$ cat config.mk
export PLATFORM = sky130hd
export DESIGN_NAME = pipe_control_unit
export DESIGN_NICKNAME = d
export VERILOG_FILES = /design/src/rtl/pipe_control_unit.sv
export SDC_FILE = /design/constraint.sdc
export NUM_CORES = 1
export LEC_CHECK = 0
export BUFFER_PORTS_ARGS = -buffer_cell sky130_fd_sc_hd__buf_4
export CORE_MARGIN = 2
export CORE_UTILIZATION = 50
export CTS_CLUSTER_DIAMETER = 50
export CTS_CLUSTER_SIZE = 12
export DETAILED_ROUTE_END_ITERATION = 7
export GPL_ROUTABILITY_DRIVEN = 1
export GPL_TIMING_DRIVEN = 1
export PLACE_DENSITY = 0.84
export SYNTH_ARGS = -nofsm -noshare
export SYNTH_HDL_FRONTEND = slang
export SYNTH_SLANG_ARGS = --single-unit
$ cat constraint.sdc
create_clock -name Clock -period 5.1 [get_ports Clock]
set_input_delay 1.53 -clock Clock [delete_from_list [all_inputs] [get_ports Clock]]
set_output_delay 1.53 -clock Clock [all_outputs]
set_load 0.02 [all_outputs]
$ cat src/rtl/pipe_control_unit.sv
// Decode-stage control unit: registered ID/EX controls, load-use interlock,
// flush handling and a saturating illegal-instruction counter.
module pipe_control_unit #(
  parameter int LOAD_USE_STALL   = 1,
  parameter bit ENABLE_INTERLOCK = 1'b1,
  parameter int CNT_W            = 8
) (
  input  logic             Clock,
  input  logic             Reset,
  input  logic             InstrValid,
  input  logic [31:0]      Instruction,
  input  logic             Flush,
  output logic             InstrReady,
  output logic             Stall,
  output logic             ExValid,
  output logic             RegDst,
  output logic             RegWriteEnable,
  output logic             ALUSrc,
  output logic             MemoryRE,
  output logic             MemoryWE,
  output logic             MemoryToReg,
  output logic [5:0]       ALUFunction,
  output logic [4:0]       ExWriteReg,
  output logic             IllegalInstr,
  output logic [CNT_W-1:0] IllegalCount
);

  localparam logic [1:0] STALL_INIT = 2'(LOAD_USE_STALL - 1);
  localparam logic [CNT_W-1:0] CNT_ONE = CNT_W'(1);

  logic [5:0] op;
  logic [4:0] rs;
  logic [4:0] rt;
  logic [4:0] rd;
  logic       unused_shamt;

  assign op           = Instruction[31:26];
  assign rs           = Instruction[25:21];
  assign rt           = Instruction[20:16];
  assign rd           = Instruction[15:11];
  assign unused_shamt = ^Instruction[10:6];

  logic is_nop;
  logic is_r;
  logic is_imm;
  logic is_load;
  logic is_store;
  logic legal;
  logic illegal;

  assign is_nop   = (Instruction == 32'd0);
  assign is_r     = (op == 6'd0) && !is_nop;
  assign is_imm   = (op[5:3] == 3'b001) && (op[2:0] != 3'b111);
  assign is_load  = (op[5:3] == 3'b100);
  assign is_store = (op[5:3] == 3'b101);
  assign legal    = is_r | is_imm | is_load | is_store;
  assign illegal  = !is_nop && !legal;

  logic       d_rdst;
  logic       d_rwe;
  logic       d_src;
  logic       d_mre;
  logic       d_mwe;
  logic       d_mtr;
  logic [5:0] d_fn;
  logic [4:0] d_wr;

  always_comb begin
    d_rdst = 1'b0;
    d_rwe  = 1'b0;
    d_src  = 1'b0;
    d_mre  = 1'b0;
    d_mwe  = 1'b0;
    d_mtr  = 1'b0;
    d_fn   = 6'd0;
    unique case (1'b1)
      is_r: begin
        d_rdst = 1'b1;
        d_rwe  = 1'b1;
        d_fn   = Instruction[5:0];
      end
      is_imm: begin
        d_rwe = 1'b1;
        d_src = 1'b1;
        case (op[2:0])
          3'b000:  d_fn = 6'b100000;
          3'b001:  d_fn = 6'b100001;
          3'b010:  d_fn = 6'b101010;
          3'b011:  d_fn = 6'b101011;
          3'b100:  d_fn = 6'b100100;
          3'b101:  d_fn = 6'b100101;
          3'b110:  d_fn = 6'b100110;
          default: d_fn = 6'd0;
        endcase
      end
      is_load: begin
        d_rwe = 1'b1;
        d_src = 1'b1;
        d_mre = 1'b1;
        d_mtr = 1'b1;
        d_fn  = 6'b100000;
      end
      is_store: begin
        d_src = 1'b1;
        d_mwe = 1'b1;
        d_fn  = 6'b100000;
      end
      default: ;
    endcase
    d_wr = d_rdst ? rd : rt;
  end

  logic [1:0] stall_cnt;
  logic       uses_rs;
  logic       uses_rt;
  logic       ex_load;
  logic       hazard;

  // rt is a source only for R-type and store; loads/immediates write it
  assign uses_rs = legal && (ExWriteReg == rs);
  assign uses_rt = (is_r | is_store) && (ExWriteReg == rt);
  assign ex_load = ExValid && MemoryRE && (ExWriteReg != 5'd0);
  assign hazard  = ENABLE_INTERLOCK && InstrValid
                && (stall_cnt == 2'd0) && ex_load
                && (uses_rs | uses_rt);

  assign InstrReady = !Reset
                   && (Flush || ((stall_cnt == 2'd0) && !hazard));
  assign Stall      = !Reset && InstrValid && !InstrReady;

  always_ff @(posedge Clock) begin
    if (Reset) begin
      ExValid        <= 1'b0;
      RegDst         <= 1'b0;
      RegWriteEnable <= 1'b0;
      ALUSrc         <= 1'b0;
      MemoryRE       <= 1'b0;
      MemoryWE       <= 1'b0;
      MemoryToReg    <= 1'b0;
      ALUFunction    <= 6'd0;
      ExWriteReg     <= 5'd0;
      IllegalInstr   <= 1'b0;
      IllegalCount   <= '0;
      stall_cnt      <= 2'd0;
    end else begin
      ExValid        <= 1'b0;
      RegDst         <= 1'b0;
      RegWriteEnable <= 1'b0;
      ALUSrc         <= 1'b0;
      MemoryRE       <= 1'b0;
      MemoryWE       <= 1'b0;
      MemoryToReg    <= 1'b0;
      ALUFunction    <= 6'd0;
      ExWriteReg     <= 5'd0;
      IllegalInstr   <= 1'b0;
      if (Flush) begin
        stall_cnt <= 2'd0;
      end else if (stall_cnt != 2'd0) begin
        stall_cnt <= stall_cnt - 2'd1;
      end else if (InstrValid) begin
        if (hazard) begin
          stall_cnt <= STALL_INIT;
        end else if (illegal) begin
          IllegalInstr <= 1'b1;
          if (IllegalCount != '1)
            IllegalCount <= IllegalCount + CNT_ONE;
        end else if (legal) begin
          ExValid        <= 1'b1;
          RegDst         <= d_rdst;
          RegWriteEnable <= d_rwe;
          ALUSrc         <= d_src;
          MemoryRE       <= d_mre;
          MemoryWE       <= d_mwe;
          MemoryToReg    <= d_mtr;
          ALUFunction    <= d_fn;
          ExWriteReg     <= d_wr;
        end
      end
    end
  end

endmodule

* Word level (Yosys, flattened, before mapping) *
Cells that the tools add are included.

word-level totals
  bits in registers = 28
  output and inout port bits = 29
  logic and storage cells = 86

operators by class
  add/sub/neg operators = 2
  eq/ne operators = 13
  mux-type cells = 13
  bitwise operators = 10
  reductions and logical operators = 37

operators by type and width
  operator             count
  $pmux 6 s7           1
  $logic_not 32->1     1
  $pmux 6 s3           1
  $eq 3x3->1 const B   5
  $logic_and 1x1->1    14
  $eq 5x5->1           2
  $add 8x1->8 const B  1
  $ne 8x8->1 const B   1
  $mux 1               7
  $reduce_or 7->1      1
  $eq 3x1->1 const B   2
  $eq 3x2->1 const B   2
  $logic_not 6->1      1
  $mux 2               3
  $reduce_and 6->1     1
  $reduce_bool 2->1    3
  $reduce_or 3->1      2
  $reduce_or 6->1      1
  $logic_not 1->1      5
  $mux 5               1
  $not 1->1            5
  $or 1x1->1           5
  $reduce_bool 5->1    1
  $reduce_or 5->1      1
  7 further kinds      8

* Logic depth before layout (Yosys ltp) *
  depth after elaboration = 15
  depth in mapped cells = 7
  depth with buffers taken out = 7

* Worst setup path before layout *
Ideal clock, no wire load.

  kind = input to output
  start = in Instruction[26]
  end = out Stall
  arrival = 2.972 ns
  data required time = 3.570 ns
  slack = 0.598 ns
  stages on the path = 6
  path buffers = 0
  path through = or2_2 > a221oi_2 > and4_4 > a21oi_4 > a21oi_4 > o311a_2

on the way
  word-level cells in the longest chain between the ends = 15
  elaborated cells on any way between the ends = 20
  classes of those cells = eq/ne: 1; bitwise: 5; reduce/logical: 14

ends and longest elaborated chain
  element                  RTL line  text
  start: declaration       11        input logic [31:0] Instruction,
  $logic_not 32->1         51        assign is_nop = (Instruction == 32'd0);
  $logic_not 1->1          52        assign is_r = (op == 6'd0) && !is_nop;
  $logic_and 1x1->1        52
  $or 1x1->1 (3 in a row)  56        assign legal = is_r | is_imm | is_load | is_store;
  $logic_and 1x1->1        120       assign uses_rs = legal && (ExWriteReg == rs);
  $or 1x1->1 *             125       && (uses_rs | uses_rt);
  $logic_and 1x1->1 *      125
  $logic_not 1->1 *        128       && (Flush || ((stall_cnt == 2'd0) && !hazard));
  $logic_and 1x1->1 *      128
  $logic_or 1x1->1 *       128
  $logic_and 1x1->1 *      128
  $logic_not 1->1 *        129       assign Stall = !Reset && InstrValid && !InstrReady;
  $logic_and 1x1->1 *      129
  end: declaration         14        output logic Stall,

Mark *: on every way between the ends. The rest lies on a longest branch, timed or not.

* Worst setup path after layout *
Same ends and word-level chain as after synthesis.

==> flow_metrics.py <==
metrics = {
    "floorplanning": {
        "rows": 19,
        "initial_core_util_pct": 52.5,
        "fp.dieArea_um2": 3340,
        "dieHeight_um": 57.8,
        "die_w_um": 57.8,
        "ios": 65,
        "coreArea_um2": 2760,
    },
    "cells_and_area": {
        "nets": 263,
        "layout-drive-gt1-share_pct": 35.7,
        "diodes": 0,
        "layout_common_cells": "65 x buf_4, 28 x dfxtp_1, 21 x nor2_1",
        "mostFrequentLayoutCell": "buf_4",
        "syn_to_final_growth_pct": 35.7,
    },
    "clock_network": {
        "clkTransAtPathRegs_ns": 0.13,
        "clock_path_buffers": 2,
        "cts_made_buffers": 3,
        "cts_resized": 0,
        "h-tree-depth": 1,
        "clock-sinks": 28,
        "root_buffer": "clkbuf_4",
        "cts_hold_buf": 0,
        "postCtsSetupBuffers": 0,
        "cts_tree": "yes",
        "insertion_delay_ns": 0.32,
    },
    "drt": {
        "drc": 0,
        "num_vias": 1472,
        "dr.pass1.iters": 4,
        "drt_iter0_drc": 38,
        "wl_per_cell_um": 15.3,
        "ant_nets": 0,
        "routed_via_density": 5.77,
        "wirelength_mm": 3.91,
    },
    "power_and_ir_drop": {
        "ir_drop_mv": 0.169,
        "p_total_mw": 0.383,
        "power_density_nw_per_um2": 195,
        "p_leak_nw": 0.824,
    },
    "worst_setup_path": {
        "arrival_ns": 3.35,
        "critPathKind": "primary input to output port",
        "crit_fanout": 8,
        "worst-path-buf-inv": 2,
        "worstSetupEndpointType": "output port",
        "critPathMostFrequentCell": "buf_4",
        "cp.required_ns": 3.57,
        "crit_chain": "buf_4 -> or2_2 -> a221oi_2 -> and4_4 -> o22ai_2 -> a21oi_4 -> o311a_2 -> buf_4",
        "rrSetupSlack_ns": 2.98,
        "crit_family": "compound AO/OA/AOI/OAI gates",
        "cp_slowest_cell": "a221oi_2",
        "startpoint_type": "primary input",
        "crit_path_max_incr_delay_ns": 0.37,
    },
    "timing": {
        "worst_pin_slew_ns": 0.811,
        "maxSlewViolCount": 0,
        "max_slew_margin_pct": 45.5,
        "setup_viol": 0,
        "fin_crit_ns": 4.88,
        "fmax_mhz": 205,
        "hold_viol_final": 0,
        "grt_setup_unrepaired": "false",
        "fin_skew_ns": 0.00375,
        "tns_ns": 0,
        "finalCritPeriodShare_pct": 95.8,
    },
    "synthesis": {
        "synth_compound_area_share_pct": 15.7,
        "yosys.area_share.adder_pct": 0.865,
        "ys_seq_area_share_pct": 38.8,
        "synth_cell_type_count": 39,
        "yosysWarningCount": 0,
        "synth-simple-area-share_pct": 31.4,
        "synth_mux_area_share_pct": 0.692,
        "synth_ff_type": "dfxtp_1",
        "synth_xor_area_share_pct": 10.3,
        "synth-edff-count": 0,
        "async_flop_share_pct": 0,
        "syn-cell-area_um2": 1450,
        "ys_ff_latch": 28,
        "syn-num-nets": 198,
        "synthCells": 161,
        "synth_top_family_by_area": "simple AND/OR/NAND/NOR gates",
        "synth_area_per_cell_um2": 8.98,
    },
    "global_routing": {
        "overflow": 0,
        "antenna_found_initial": 0,
        "grt_max_degree": 16,
        "grt_pass1_vias": 1360,
        "grt_pass1_wl_mm": 6.33,
        "grt.total_usage_pct": 24.1,
    },
    "outcome": {
        "status": "completed",
    },
    "placed_design": {
        "gp_congestion": 0.830,
        "io_buffers": 64,
        "dp_hpwl_mm": 3.13,
    },
    "worst_hold_path": {
        "hold_path_class": "flop to flop",
    },
    "run": {
        "drv_cap": 0,
    },
}
[cells in the mapped netlist, drive strengths merged, types with 3 or more instances]
| master | count | area [um^2] |
|---|---|---|
| a22oi | 5 | 37.5 |
| dfxtp | 28 | 561 |
| and2 | 3 | 18.8 |
| nand2 | 10 | 37.5 |
| nand4 | 3 | 18.8 |
| clkbuf | 4 | 25.0 |
| nor3 | 14 | 70.1 |
| nor4 | 13 | 87.6 |
| a21oi | 9 | 67.6 |
| and3 | 3 | 18.8 |
| nor2 | 21 | 78.8 |
| nand3 | 6 | 30.0 |
| xnor2 | 9 | 78.8 |
| xor2 | 8 | 70.1 |
[path summary, 6_finish.rpt]
check | end | cells after the start | start
hold reg to reg | stall_cnt[0] | 1 | stall_cnt[0]
hold / removal | stall_cnt[0] | 1 | stall_cnt[0]
setup / recovery | Stall | 8 | Instruction[26]
setup reg to reg | IllegalCount[5] | 7 | IllegalCount[0]
[sequential cells by signal, indices dropped and copies added, names as in the netlist]
name            count
RegWriteEnable      1
ALUSrc              1
ALUFunction         6
stall_cnt           2
RegDst              1
MemoryToReg         1
ExValid             1
IllegalCount        8
IllegalInstr        1
ExWriteReg          5
MemoryWE            1
[layer usage]
metal | part of all wire, % | wire [um] | global-route usage (%)
met1 | 41 | 1620 | 31.6
met2 | 46 | 1820 | 38.5
met3 | 9.5 | 370 | 4.24
met4 | 2.6 | 102 | 11.6
met5 | 0 | 0 | 0
[final cells by class]
cell class	count	area, um^2
timing repair buffer	65	488
tap	31	38.8
fill	228	795
clock buffer	3	22.5
multi-input combinational	128	853
sequential	28	561
[cells by family (layout without fill, tap and decap cells)]
| group | Yosys count | in the layout |
|---|---|---|
| buf+inv | 5 | 68 |
| simple gates | 85 | 85 |
| compound gates | 24 | 24 |
| fa+ha+maj | 1 | 1 |
| mux | 1 | 1 |
| xor+xnor | 17 | 17 |
| flops | 28 | 28 |
[stage by stage]
stage               util [%]  hold WS, ns  instance area, um^2  setup WS (ns)  cells
global route            71.2        0.529                 1960          0.111    255
floorplan                  -        0.433                 1450          0.598    161
finish                  71.2        0.505                 1960          0.216    255
detailed placement      70.4        0.477                 1940          0.230    252
global placement        70.4        0.447                 1940          0.305    252
CTS                     71.2        0.504                 1960          0.222    255
[report_power, final]
group / internal (mW) / switching [mW]
Combinational: 0.0352 / 0.0355
Sequential: 0.222 / 0.00251
Clock: 0.0277 / 0.0602
Power figures use the tool's default switching activity.
